## config.mk

```make
export PLATFORM = sky130hd
export DESIGN_NAME = fetch_unit
export DESIGN_NICKNAME = d
export VERILOG_FILES = /design/src/rtl/fetch_pkg.sv /design/src/rtl/fetch_fifo.sv /design/src/rtl/fetch_unit.sv
export SDC_FILE = /design/constraint.sdc
export NUM_CORES = 1
export LEC_CHECK = 0
export ABC_AREA = 1
export CAP_MARGIN = 20
export CORE_MARGIN = 8
export CORE_UTILIZATION = 25
export DETAILED_ROUTE_END_ITERATION = 12
export PLACE_DENSITY = 0.47
export SLEW_MARGIN = 20
export SYNTH_ARGS = -nofsm -noshare
export SYNTH_HDL_FRONTEND = slang
export SYNTH_SLANG_ARGS = --single-unit
```

## constraint.sdc

```tcl
create_clock -name i_clk -period 4.18 [get_ports i_clk]
set_input_delay 1.254 -clock i_clk [delete_from_list [all_inputs] [get_ports i_clk]]
set_output_delay 1.254 -clock i_clk [all_outputs]
set_load 0.05 [all_outputs]
```

## src/rtl/fetch_pkg.sv

```systemverilog
// Shared types and helpers for the instruction-fetch stage.
package fetch_pkg;

  localparam logic [31:0] NOP_INSTR = 32'h0000_0013;

  typedef struct packed {
    logic [31:0] pc;
    logic [31:0] instr;
  } fetch_entry_t;

  function automatic int fetch_clog2(input int value);
    int result;
    result = 0;
    while ((32'sd1 <<< result) < value) begin
      result = result + 1;
    end
    return result;
  endfunction

endpackage

```

## src/rtl/fetch_fifo.sv

```systemverilog
// Synchronous FIFO of fetch entries with push/pop/clear, occupancy count and head view.
module fetch_fifo
  import fetch_pkg::*;
#(
  parameter  int DEPTH = 2,
  localparam int CNT_W = fetch_clog2(DEPTH + 1),
  localparam int IDX_W = (DEPTH > 1) ? fetch_clog2(DEPTH) : 1
) (
  input  logic               i_clk,
  input  logic               i_rst,
  input  logic               i_clear,
  input  logic               i_push,
  input  fetch_entry_t       i_push_data,
  input  logic               i_pop,
  output fetch_entry_t       o_head,
  output logic [CNT_W-1:0]   o_count
);

  fetch_entry_t     mem_r [DEPTH];
  logic [IDX_W-1:0] rd_ptr_r;
  logic [IDX_W-1:0] wr_ptr_r;
  logic [CNT_W-1:0] count_r;
  logic             push_ok_s;
  logic             pop_ok_s;

  function automatic logic [IDX_W-1:0] ptr_inc(input logic [IDX_W-1:0] ptr);
    if (ptr == IDX_W'(DEPTH - 1)) begin
      return {IDX_W{1'b0}};
    end else begin
      return ptr + IDX_W'(1);
    end
  endfunction

  // Qualify push/pop against full/empty
  always_comb begin
    push_ok_s = i_push & (count_r != CNT_W'(DEPTH));
    pop_ok_s  = i_pop & (count_r != {CNT_W{1'b0}});
  end

  // Pointer and occupancy bookkeeping; clear wins over push/pop
  always_ff @(posedge i_clk or posedge i_rst) begin
    if (i_rst) begin
      rd_ptr_r <= {IDX_W{1'b0}};
      wr_ptr_r <= {IDX_W{1'b0}};
      count_r  <= {CNT_W{1'b0}};
    end else if (i_clear) begin
      rd_ptr_r <= {IDX_W{1'b0}};
      wr_ptr_r <= {IDX_W{1'b0}};
      count_r  <= {CNT_W{1'b0}};
    end else begin
      if (push_ok_s) wr_ptr_r <= ptr_inc(wr_ptr_r);
      if (pop_ok_s)  rd_ptr_r <= ptr_inc(rd_ptr_r);
      case ({push_ok_s, pop_ok_s})
        2'b10:   count_r <= count_r + CNT_W'(1);
        2'b01:   count_r <= count_r - CNT_W'(1);
        default: count_r <= count_r;
      endcase
    end
  end

  // Entry storage; contents are only meaningful below count_r
  always_ff @(posedge i_clk) begin
    if (push_ok_s && !i_clear) mem_r[wr_ptr_r] <= i_push_data;
  end

  assign o_head  = mem_r[rd_ptr_r];
  assign o_count = count_r;

endmodule

```

## src/rtl/fetch_unit.sv

```systemverilog
// Instruction-fetch stage: owns the PC, issues in-order imem requests, buffers returned
// words with their PC and presents them downstream. FETCH_PERF_CNT_EN adds o_bubble_cnt.
module fetch_unit
  import fetch_pkg::*;
#(
  parameter logic [31:0] RESET_PC   = 32'h0000_0000,
  parameter int          FBUF_DEPTH = 2
) (
  input  logic        i_clk,
  input  logic        i_rst,
  input  logic        i_redirect,
  input  logic [31:0] i_redirect_pc,
  input  logic        i_ready,
  output logic        o_imem_req,
  output logic [31:0] o_imem_addr,
  input  logic        i_imem_gnt,
  input  logic        i_imem_rvalid,
  input  logic [31:0] i_imem_rdata,
  output logic [31:0] o_pc,
  output logic [31:0] o_instruction,
  output logic [31:0] o_pc_plus_4,
  output logic        o_valid
`ifdef FETCH_PERF_CNT_EN
  ,
  output logic [31:0] o_bubble_cnt
`endif
);

  localparam int CNT_W = fetch_clog2(FBUF_DEPTH + 1);

  logic [31:0]      pc_r;
  logic [CNT_W-1:0] drop_r;
  logic [CNT_W-1:0] tag_count_s;
  logic [CNT_W-1:0] buf_count_s;
  fetch_entry_t     tag_push_s;
  fetch_entry_t     tag_head_s;
  fetch_entry_t     buf_push_s;
  fetch_entry_t     buf_head_s;
  logic [CNT_W:0]   outstanding_s;
  logic [CNT_W+1:0] occupancy_s;
  logic             req_s;
  logic             grant_s;
  logic             have_drop_s;
  logic             rsp_take_s;
  logic             push_s;
  logic             pop_s;
  logic             buf_valid_s;
  logic             drop_dec_s;
  logic [CNT_W-1:0] drop_next_s;
  logic [31:0]      pc_next_s;

  // Issue gating, response routing and next-state for PC / drop count
  always_comb begin
    outstanding_s = {1'b0, drop_r} + {1'b0, tag_count_s};
    occupancy_s   = {1'b0, outstanding_s} + {2'b00, buf_count_s};
    buf_valid_s   = (buf_count_s != {CNT_W{1'b0}});
    have_drop_s   = (drop_r != {CNT_W{1'b0}});
    if (i_rst || i_redirect) begin
      req_s = 1'b0;
    end else begin
      req_s = (occupancy_s < (CNT_W + 2)'(FBUF_DEPTH));
    end
    grant_s    = req_s & i_imem_gnt;
    // Stale responses are consumed by the drop count before any tag is matched
    rsp_take_s = i_imem_rvalid & ~have_drop_s & (tag_count_s != {CNT_W{1'b0}});
    push_s     = rsp_take_s & ~i_redirect;
    pop_s      = buf_valid_s & i_ready & ~i_redirect;
    drop_dec_s = i_imem_rvalid & (outstanding_s != {(CNT_W + 1){1'b0}});
    tag_push_s       = tag_head_s;
    tag_push_s.pc    = pc_r;
    tag_push_s.instr = 32'h0000_0000;
    buf_push_s       = tag_head_s;
    buf_push_s.instr = i_imem_rdata;
    if (i_redirect) begin
      drop_next_s = CNT_W'(outstanding_s - {{CNT_W{1'b0}}, drop_dec_s});
      pc_next_s   = i_redirect_pc & 32'hFFFF_FFFC;
    end else begin
      drop_next_s = (i_imem_rvalid && have_drop_s) ? (drop_r - CNT_W'(1)) : drop_r;
      pc_next_s   = grant_s ? (pc_r + 32'd4) : pc_r;
    end
  end

  // PC and stale-response drop count
  always_ff @(posedge i_clk or posedge i_rst) begin
    if (i_rst) begin
      pc_r   <= RESET_PC;
      drop_r <= {CNT_W{1'b0}};
    end else begin
      pc_r   <= pc_next_s;
      drop_r <= drop_next_s;
    end
  end

  fetch_fifo #(.DEPTH(FBUF_DEPTH)) u_tag_fifo (
    .i_clk       (i_clk),
    .i_rst       (i_rst),
    .i_clear     (i_redirect),
    .i_push      (grant_s),
    .i_push_data (tag_push_s),
    .i_pop       (rsp_take_s),
    .o_head      (tag_head_s),
    .o_count     (tag_count_s)
  );

  fetch_fifo #(.DEPTH(FBUF_DEPTH)) u_buf_fifo (
    .i_clk       (i_clk),
    .i_rst       (i_rst),
    .i_clear     (i_redirect),
    .i_push      (push_s),
    .i_push_data (buf_push_s),
    .i_pop       (pop_s),
    .o_head      (buf_head_s),
    .o_count     (buf_count_s)
  );

  assign o_imem_req    = req_s;
  assign o_imem_addr   = pc_r;
  assign o_valid       = buf_valid_s;
  assign o_pc          = buf_valid_s ? buf_head_s.pc : 32'h0000_0000;
  assign o_instruction = buf_valid_s ? buf_head_s.instr : NOP_INSTR;
  assign o_pc_plus_4   = o_pc + 32'd4;

`ifdef FETCH_PERF_CNT_EN
  logic [31:0] bubble_cnt_r;

  // Cycles where downstream was ready but nothing was presented
  always_ff @(posedge i_clk or posedge i_rst) begin
    if (i_rst) begin
      bubble_cnt_r <= 32'd0;
    end else if (!buf_valid_s && i_ready) begin
      bubble_cnt_r <= bubble_cnt_r + 32'd1;
    end else begin
      bubble_cnt_r <= bubble_cnt_r;
    end
  end

  assign o_bubble_cnt = bubble_cnt_r;
`endif

endmodule

```

==> metrics, run 1 <==
Initial Util 25.2%; vias in the first global route between 8000 and 9000; # IOs 200; final worst path period share between 90 and 100%; worst vdd ir ~0.33 mV; Worst Skew between 15 and 20 ps; total of max-cap violations 0; Die Y-Extent 224 um; routing usage on met1 16.3%; met2 Use GR 19.6%; post-DR vias/cell 4.21; number of warnings issued by yosys 0; Synth area leader edfxtp_1; Layout fillers 4327; Mapped Cells between 1000 and 1500; Synth area leaders edfxtp_1 (51%), nand2_1 (14%), dfrtp_1 (9.2%), nor2_1 (3.8%), inv_1 (2.6%); Commonest cells post-synth nand2_1 (396), edfxtp_1 (184), nor2_1 (111), inv_1 (76), nand3_1 (49); RD Place Congestion 0.862; unrepaired setup endpoints after global routing true; final instance area between 15000 and 20000 um2; Pwr Total 11.5 mW; share of cells above drive strength 1 between 10% and 20%; DRT iter0 DRCs 483; Skew-Pair Late Insertion Delay 540 ps; clock-pin slew of the registers on the worst-case setup and hold paths 60 ps; Worst Path Required 2930 ps; CTS buffer count 26; Max Root-Sink Buffers 3; first-pass GRT wire length between 40 and 50 mm; Leakage 5.89 nW; post-DP HPWL 23.0 mm; Mapped Area 10800 um2; Crit. End Element output port; pwr/cell area 763 nW/um2; largest net degree at the start of global routing 63; Area after DPL 14000 um2; die area between 50000 and 60000 um2; port bufs around 190; post-synthesis sequential area ratio 60.2%; crit start category flop; Final nets between 1000 and 1500; final hold vios 0; CP max FO 4; setup TNS 0 ps; Rows 76; # H-tree levels 1; ys async rst share 17.9%; drt total wl roughly 31 mm; clock sink count 224; Detailed Routing Iterations Pass 1 7; Final setup violation count 0; fmax 0.248 GHz; outcome complete, no violations; synthesis-stage register bit count 224; area delta synth->final 38.7%; top-count cell post-synth nand2_1; post-synth top area share 51.0%; Netlist cell types 45; worst min path class reg -> reg; initial antenna violation count 0; Vias 8178; DIE WIDTH 224 um; busiest grt layer met2; WS Path Type reg -> out; CP arrival 2780 ps; Avg Cell Area, Syn between 9 and 10 um2; Slew Limit Headroom 34.6%; EDFF count, synth 184; Final Critical Period 4030 ps; Routed Antenna Nets 0; diode count 0; global-route congestion overflow total 0; Core ar. 43000 um2; Slew Viols, Final 0; final core utilization between 30% and 40%; DR WL/cell about 16 um; Most used DFF post-synth edfxtp_1; DRC viols 0; CTS root buf clkbuf_16; CTS tree built; Tot GR Track Use 12.0%; Worst Max-Slew Pin Slew 981 ps; hold-fix buffers at CTS 0; met3 global-route usage 2.24%
-- per-layer routing --
layer | vias to the layer above | wire [um] | share of wire (%)
met5 | - | 0 | 0
met4 | 0 | 574 | 1.8
met3 | 41 | 1470 | 4.7
met2 | 181 | 14600 | 47
met1 | 3828 | 14600 | 47
li1 | 4128 | - | -
-- power breakdown --
part / total [mW] / internal [mW] / leakage (nW) / switching, mW
combinational: 6.12 / 2.19 / 3.32 / 3.93
clock: 2.31 / 1.41 / 0.426 / 0.896
sequential: 3.04 / 2.77 / 2.15 / 0.277
total: 11.5 / 6.37 / 5.89 / 5.10
-- final timing paths --
path / start / endpoint / slack, ps / cells past startpoint
worst max-delay path: u_tag_fifo.o_count[0] / o_imem_req / 150 / 7
worst min-delay path: u_tag_fifo.mem_r[0][7] / u_buf_fifo.mem_r[1][39] / 540 / 2
min in group asynchronous: i_rst / u_buf_fifo.o_count[1] / 1200 / 3
max in group asynchronous: i_rst / u_buf_fifo.rd_ptr_r / 2550 / 3
worst max register to register: u_tag_fifo.o_count[0] / o_imem_addr[23] / 790 / 11
worst min register to register: u_tag_fifo.mem_r[0][7] / u_buf_fifo.mem_r[1][39] / 540 / 2
-- flip-flops by register name, summed over array words and instances (netlist names) --
name	flops
drop_r	2
o_imem_addr	30
u_buf_fifo.mem_r	124
u_buf_fifo.o_count	2
u_buf_fifo.rd_ptr_r	1
u_buf_fifo.wr_ptr_r	1
u_tag_fifo.mem_r	60
u_tag_fifo.o_count	2
u_tag_fifo.rd_ptr_r	1
u_tag_fifo.wr_ptr_r	1
-- worst max-delay path, stage by stage (launching register included) --
cell and delay (ps):
dfrtp_1 410, ha_1 210, fa_1 590, fa_1 440
inv_1 90, nand3_1 120, a21oi_4 210, buf_12 170
-- what timing repair did --
| action | in CTS | in global routing |
|---|---|---|
| endpoints found under the hold margin | 0 | 0 |
| buffers inserted | 2 | 2 |
| setup endpoints to repair | 18 | 20 |
| pin swaps | 2 | 3 |
| cloned | 0 | 0 |
| gates resized for setup | 3 | 12 |
-- cells by family after synthesis --
logic type | share of synthesized area (%)
other | 0.0346
DFF | 60.2
buffers and inverters | 5.09
AOI/OAI and AO/OA | 5.03
xor gates and xnor gates | 2.90
adders and majority gates | 1.06
and+or+nand+nor | 25.7
-- final cells by class --
class / instances / area [um2] / share of cell area [%]
clock buffer: 37 / 732 / 4.87
clock inverter: 11 / 160 / 1.07
inverter: 83 / 314 / 2.09
multi-input combinational: 780 / 3880 / 25.8
sequential: 224 / 6530 / 43.4
tap: 585 / 732 / 4.87
timing repair buffer: 221 / 2680 / 17.8
-- metrics by stage --
| step | setup slack [ps] | hold WS, ps | instances |
|---|---|---|---|
| global route | -29.6 | 572 | 1941 |
| floorplan | 152 | 504 | 1130 |
| CTS | 0.811 | 537 | 1939 |
| global placement | 503 | 521 | 1889 |
| finish | 151 | 539 | 1941 |
| detailed placement | 492 | 522 | 1889 |
-- cells in the final DEF, fill, tap and decap left out, types with 3 or more instances in the layout --
master | netlist | routed
nand3_1 | 49 | 49
inv_2 | 6 | 5
nor2_1 | 111 | 107
dfrtp_1 | 40 | 38
ha_1 | 6 | 5
xnor2_1 | 4 | 4
o21ai_1 | 3 | 3
inv_1 | 76 | 76
clkbuf_16 | 0 | 26
or2_2 | 10 | 10
buf_4 | 11 | 60
clkbuf_8 | 0 | 4
bufinv_16 | 0 | 3
o21ai_0 | 27 | 27
nor3_2 | 8 | 3
clkdlybuf4s50_1 | 0 | 99
a21oi_4 | 2 | 5
nand2_1 | 396 | 395
conb_1 | 1 | 6
nor3_4 | 5 | 10
nand3b_1 | 5 | 5
nand4_1 | 18 | 18
o21bai_1 | 5 | 5
a21oi_1 | 35 | 35
nor3_1 | 5 | 5
nor2_2 | 14 | 13
clkbuf_1 | 19 | 7
and2_1 | 3 | 3
clkinv_1 | 1 | 5
o211ai_1 | 11 | 11
buf_12 | 0 | 62
nor2_4 | 2 | 7
edfxtp_1 | 184 | 184
xor2_1 | 30 | 29
nand2_2 | 8 | 9
No activity file was read; power rests on OpenSTA's default activity.
==> inputs of run 2 (changes only) <==
Settings changed: ABC_CLOCK_PERIOD_IN_PS set to 4180, CTS_BUF_LIST set to sky130_fd_sc_hd__clkbuf_16, TNS_END_PERCENT set to 50.
==> run 2 against run 1 <==
- cell count barely moved
- clock power fell by 5%
- sequential power is essentially flat
- first-iteration DRC count up 10%
- via count barely moved
- critical path type unchanged
- highest routed layer unchanged
==> metrics, run 2 (synthesized netlist as in run 1, its figures left out) <==
outcome complete, no violations (unchanged); Worst Skew 17.4 ps (was 15.4 ps); Die Y-Extent 224 um (unchanged); Largest Register u_buf_fifo.mem_r (unchanged); share of cells above drive strength 1 17.2% (was 17.0%); Crit. End Element output port (unchanged); DIE WIDTH 224 um (unchanged); Pwr Total 11.4 mW (was 11.5 mW); met1 WL 14.7 mm (was 14.6 mm); CTS buffer count 25 (was 26); Routed Antenna Nets 0 (unchanged); # IOs 200 (unchanged); Max Root-Sink Buffers 3 (unchanged); hold_ws 534 ps (was 539 ps); Worst Max-Slew Pin Slew 969 ps (was 981 ps); DRC viols 0 (unchanged); Detailed Routing Iterations Pass 1 5 (was 7); largest net degree at the start of global routing 63 (unchanged); Final setup violation count 0 (unchanged); clock-pin slew of the registers on the worst-case setup and hold paths 60 ps (about the same); Slew Viols, Final 0 (unchanged); Final Critical Period 4010 ps (was 4030 ps); post-DP HPWL 22.8 mm (was 23.0 mm); non-filler cells, final 1942 (was 1941); Core ar. 43000 um2 (unchanged); total of max-cap violations 0 (unchanged); Final nets 1415 (was 1414); # H-tree levels 1 (unchanged); Tot GR Track Use 12.1% (was 12.0%); final worst path period share 96.0% (was 96.4%); Skew-Pair Late Insertion Delay 520 ps (was 540 ps); final core utilization 34.9% (was 35.0%); vias in the first global route 8154 (was 8019); worst vdd ir 0.339 mV (was 0.329 mV); pwr/cell area 758 nW/um2 (was 763 nW/um2); worst min path class reg -> reg (unchanged); first-pass GRT wire length 48.0 mm (was 47.7 mm); fmax 0.249 GHz (was 0.248 GHz); Leakage 5.90 nW (was 5.89 nW); area delta synth->final 38.3% (was 38.7%); drt total wl 31.2 mm (about the same); unrepaired setup endpoints after global routing true (unchanged); Largest register FFs 124 (unchanged); die area 50300 um2 (unchanged); Vias 8172 (was 8178); CTS root buf clkbuf_16 (unchanged); Slew Limit Headroom 35.3% (was 34.6%); setup TNS 0 ps (unchanged); DRT iter0 DRCs 532 (was 483); final hold vios 0 (unchanged); commonest non-fill, non-tap cell in the layout nand2_1 (unchanged); DR WL/cell 16.1 um (about the same); placed insts 1890 (was 1889); Layout fillers 4407 (was 4327); clock sink count 224 (unchanged); post-DR vias/cell 4.21 (about the same); CTS tree built (unchanged); port bufs 191 (unchanged); Worst Path Required 2930 ps (about the same); top routing layer used met4 (unchanged); Post-Place Setup Slack 491 ps (was 492 ps); most frequent cells in the layout nand2_1 (396), edfxtp_1 (184), nor2_1 (107) (was nand2_1 (395), edfxtp_1 (184), nor2_1 (107)); CP max FO 12 (was 4); CP arrival 2760 ps (was 2780 ps); initial antenna violation count 1 (was 0); DR WL met3 1.57 mm (was 1.47 mm); Initial Util 25.2% (unchanged); Area after DPL 14000 um2 (about the same); Rows 76 (unchanged); final worst slack 169 ps (was 151 ps); final instance area 15000 um2 (about the same); crit start category flop (unchanged); global-route congestion overflow total 0 (unchanged); RD Place Congestion 0.846 (was 0.862); met2 WL 14.4 mm (was 14.6 mm); WS Path Type reg -> out (unchanged)
run 2: changes by cell type in the layout (fill, tap and decap cells not counted), moves of 3 or more:
cell	previous run	this run
clkbuf_8	4	0
clkbuf_1	7	0
clkinv_1	5	8
clkinv_2	0	4
inv_1	76	79
run 2: per-layer routing:
metal / global-route usage (%) / up-vias
met4: 3.10 / 0
met3: 2.38 / 36
li1: - / 4134
met1: 16.4 / 3817
met5: 0 / -
met2: 19.5 / 185
run 2: critical path, cell delays in order, from the launching register on:
cell and delay, ps:
dfrtp_2 510, inv_4 180, or2_2 130, nand2_1 90, inv_1 130, ha_1 270
nand2_1 200, nor3_4 350, nand2_1 80, nand2_1 60, nand2_1 80, buf_12 160
run 2: final timing paths:
| check | start | cells after the start | slack [ps] | to |
|---|---|---|---|---|
| max reg2reg | drop_r[0] | 13 | 1020 | o_imem_addr[19] |
| max | u_buf_fifo.rd_ptr_r | 11 | 170 | o_pc_plus_4[30] |
| min reg2reg | u_tag_fifo.mem_r[0][25] | 2 | 530 | u_buf_fifo.mem_r[1][57] |
| min in group asynchronous | i_rst | 3 | 1250 | u_buf_fifo.wr_ptr_r |
| max in group asynchronous | i_rst | 3 | 2530 | u_buf_fifo.rd_ptr_r |
| min | u_tag_fifo.mem_r[0][25] | 2 | 530 | u_buf_fifo.mem_r[1][57] |
run 2: area by class of cell:
class,count,area (um2),area share [%]
Tap cell,585,732,4.88
Clock buffer,25,626,4.17
Clock inverter,21,199,1.33
Antenna cell,1,2.50,0.0167
Inverter,83,314,2.09
Timing Repair Buffer,223,2700,18.0
Multi-Input combinational cell,780,3890,25.9
Sequential cell,224,6530,43.6
run 2: repair_timing:
action | 4_1_cts | 5_1_grt
hold buffers | 0 | 0
setup buffers | 0 | 5
pin swaps | 0 | 4
endpoints found under the setup margin | 7 | 18
gates resized for setup | 5 | 12
run 2: report_power, final:
group          internal [mW]  switching, mW
clock network           1.33          0.864
registers               2.77          0.284
logic                   2.20           3.92
total                   6.30           5.07
==> inputs of run 3 (changes only) <==
Settings changed: PLACE_DENSITY 0.47 to unset, PLACE_DENSITY_LB_ADDON set to 0.12.
==> run 3 against run 2 <==
- fmax grew 0.33%
- critical path depth shrank 4
- register-to-register slack lost 230 ps
- sequential power is essentially flat
==> metrics, run 3 (synthesized netlist as in run 1, its figures left out) <==
post-DP HPWL 22.8 mm (about the same); clock-pin slew of the registers on the worst-case setup and hold paths 60 ps (about the same); Skew-Pair Late Insertion Delay 510 ps (was 520 ps); area delta synth->final 35.5% (was 38.3%); worst vdd ir 0.292 mV (was 0.339 mV); most frequent cells in the layout nand2_1 (395), edfxtp_1 (184), nor2_1 (107) (was nand2_1 (396), edfxtp_1 (184), nor2_1 (107)); final worst slack 182 ps (was 169 ps); fmax 0.250 GHz (was 0.249 GHz); first-pass GRT wire length 48.0 mm (about the same); clock sink count 224 (unchanged); drt total wl 31.6 mm (was 31.2 mm); RD Place Congestion 0.843 (was 0.846); CP arrival 2740 ps (was 2760 ps); Routed Antenna Nets 0 (unchanged); Die Y-Extent 224 um (unchanged); P_int 5.94 mW (was 6.30 mW); Vias 8115 (was 8172); pwr/cell area 744 nW/um2 (was 758 nW/um2); die area 50300 um2 (unchanged); Worst Skew 8.72 ps (was 17.4 ps); Worst Path Required 2930 ps (about the same); Initial Util 25.2% (unchanged); Largest register FFs 124 (unchanged); post-DR vias/cell 4.19 (was 4.21); Max Root-Sink Buffers 3 (unchanged); Leakage 5.80 nW (was 5.90 nW); CTS buffer count 25 (unchanged); Post-Place Setup Slack 489 ps (was 491 ps); initial antenna violation count 0 (was 1); largest net degree at the start of global routing 63 (unchanged); Slew Limit Headroom 31.1% (was 35.3%); # H-tree levels 1 (unchanged); worst min path class reg -> reg (unchanged); port bufs 191 (unchanged); final worst path period share 95.6% (was 96.0%); Layout fillers 4446 (was 4407); Final nets 1411 (was 1415); Clk network pwr share 17.9% (was 19.3%); DIE WIDTH 224 um (unchanged); total of max-cap violations 0 (unchanged); global-route congestion overflow total 0 (unchanged); DRC viols 0 (unchanged); CTS tree built (unchanged); Slew Viols, Final 0 (unchanged); Tot GR Track Use 12.2% (was 12.1%); Rows 76 (unchanged); hold_ws 530 ps (was 534 ps); Sw Ratio 45.7% (was 44.6%); share of cells above drive strength 1 16.1% (was 17.2%); crit start category flop (unchanged); Crit. End Element output port (unchanged); unrepaired setup endpoints after global routing false (was true); Worst Max-Slew Pin Slew 1030 ps (was 969 ps); Final setup violation count 0 (unchanged); commonest non-fill, non-tap cell in the layout nand2_1 (unchanged); setup TNS 0 ps (unchanged); Seq pwr share 27.8% (was 26.8%); Final Critical Period 4000 ps (was 4010 ps); Core ar. 43000 um2 (unchanged); Largest Register u_buf_fifo.mem_r (unchanged); vias in the first global route 8129 (was 8154); CP max FO 4 (was 12); Detailed Routing Iterations Pass 1 4 (was 5); # IOs 200 (unchanged); CTS root buf clkbuf_16 (unchanged); outcome complete, no violations (unchanged); DRT iter0 DRCs 451 (was 532); WS Path Type reg -> out (unchanged); DR WL/cell 16.3 um (was 16.1 um); Logic pwr share 54.3% (was 53.9%); switching power 4.99 mW (was 5.07 mW); final hold vios 0 (unchanged)
## run 3: changes by cell type in the layout (fill, tap and decap cells not counted), sizes merged
cell	before	now
buf	124	117
inv	87	91
bufinv	4	1
clkinv	13	9
clkdlybuf4s50	99	102
## run 3: worst paths after layout
kind | from | to | slack, ps | cells after the start
min in group asynchronous | i_rst | u_buf_fifo.o_count[0] | 1220 | 3
min | u_tag_fifo.mem_r[0][15] | u_buf_fifo.mem_r[0][47] | 530 | 2
min reg2reg | u_tag_fifo.mem_r[0][15] | u_buf_fifo.mem_r[0][47] | 530 | 2
max | drop_r[0] | o_imem_req | 180 | 7
max reg2reg | drop_r[0] | o_imem_addr[20] | 790 | 11
max in group asynchronous | i_rst | u_buf_fifo.rd_ptr_r | 2560 | 3
## run 3: metal layers
metal  vias up  track usage [%]  part of all wire [%]
met2       184             19.4                    45
li1       4124                -                     -
met3        44             2.88                   5.2
met4         0             3.63                   2.4
met5         -                0                     0
met1      3763             16.3                    48
## run 3: area by class of cell
| class | instances | area, um2 | area share, % |
|---|---|---|---|
| Antenna cell | 1 | 2.50 | 0.0170 |
| Clock buffer | 25 | 626 | 4.26 |
| Clock inverter | 18 | 96.3 | 0.656 |
| Inverter | 83 | 317 | 2.15 |
| Multi-Input combinational cell | 780 | 3870 | 26.3 |
| Sequential cell | 224 | 6530 | 44.4 |
| Tap cell | 585 | 732 | 4.98 |
| Timing Repair Buffer | 219 | 2520 | 17.2 |
## run 3: power by group through the flow
stage               sequential (mW)  clock [mW]  combinational, mW
floorplan                      3.28           0               3.28
global placement               3.08           0               5.91
detailed placement             3.08           0               5.92
CTS                            3.04        2.03               5.97
global route                   3.08        2.12               6.34
finish                         3.04        1.95               5.93
## run 3: what timing repair did
| item | in CTS | in global routing |
|---|---|---|
| gates cloned | 0 | 0 |
| setup endpoints to repair | 10 | 20 |
| pin swaps | 1 | 2 |
| buffers inserted | 2 | 0 |
| hold buffers | 0 | 0 |
| resized for setup | 2 | 14 |
## run 3: per-stage QoR
stage                     total power [mW]  util [%]  instances  instance area (um2)
after global routing                  11.5      34.2       1934                14700
after detailed placement              9.00      32.3       1889                13900
final                                 10.9      34.2       1935                14700
after global placement                8.98      32.3       1889                13900
after floorplan                       6.56         -       1130                10900
after CTS                             11.0      34.0       1934                14600
## run 3: critical path: stages (launching register included)
cell and delay, ps:
dfrtp_1 400, ha_1 220, fa_1 600, fa_1 440, inv_1 80, nand3_1 130, a21oi_4 200, buf_12 170
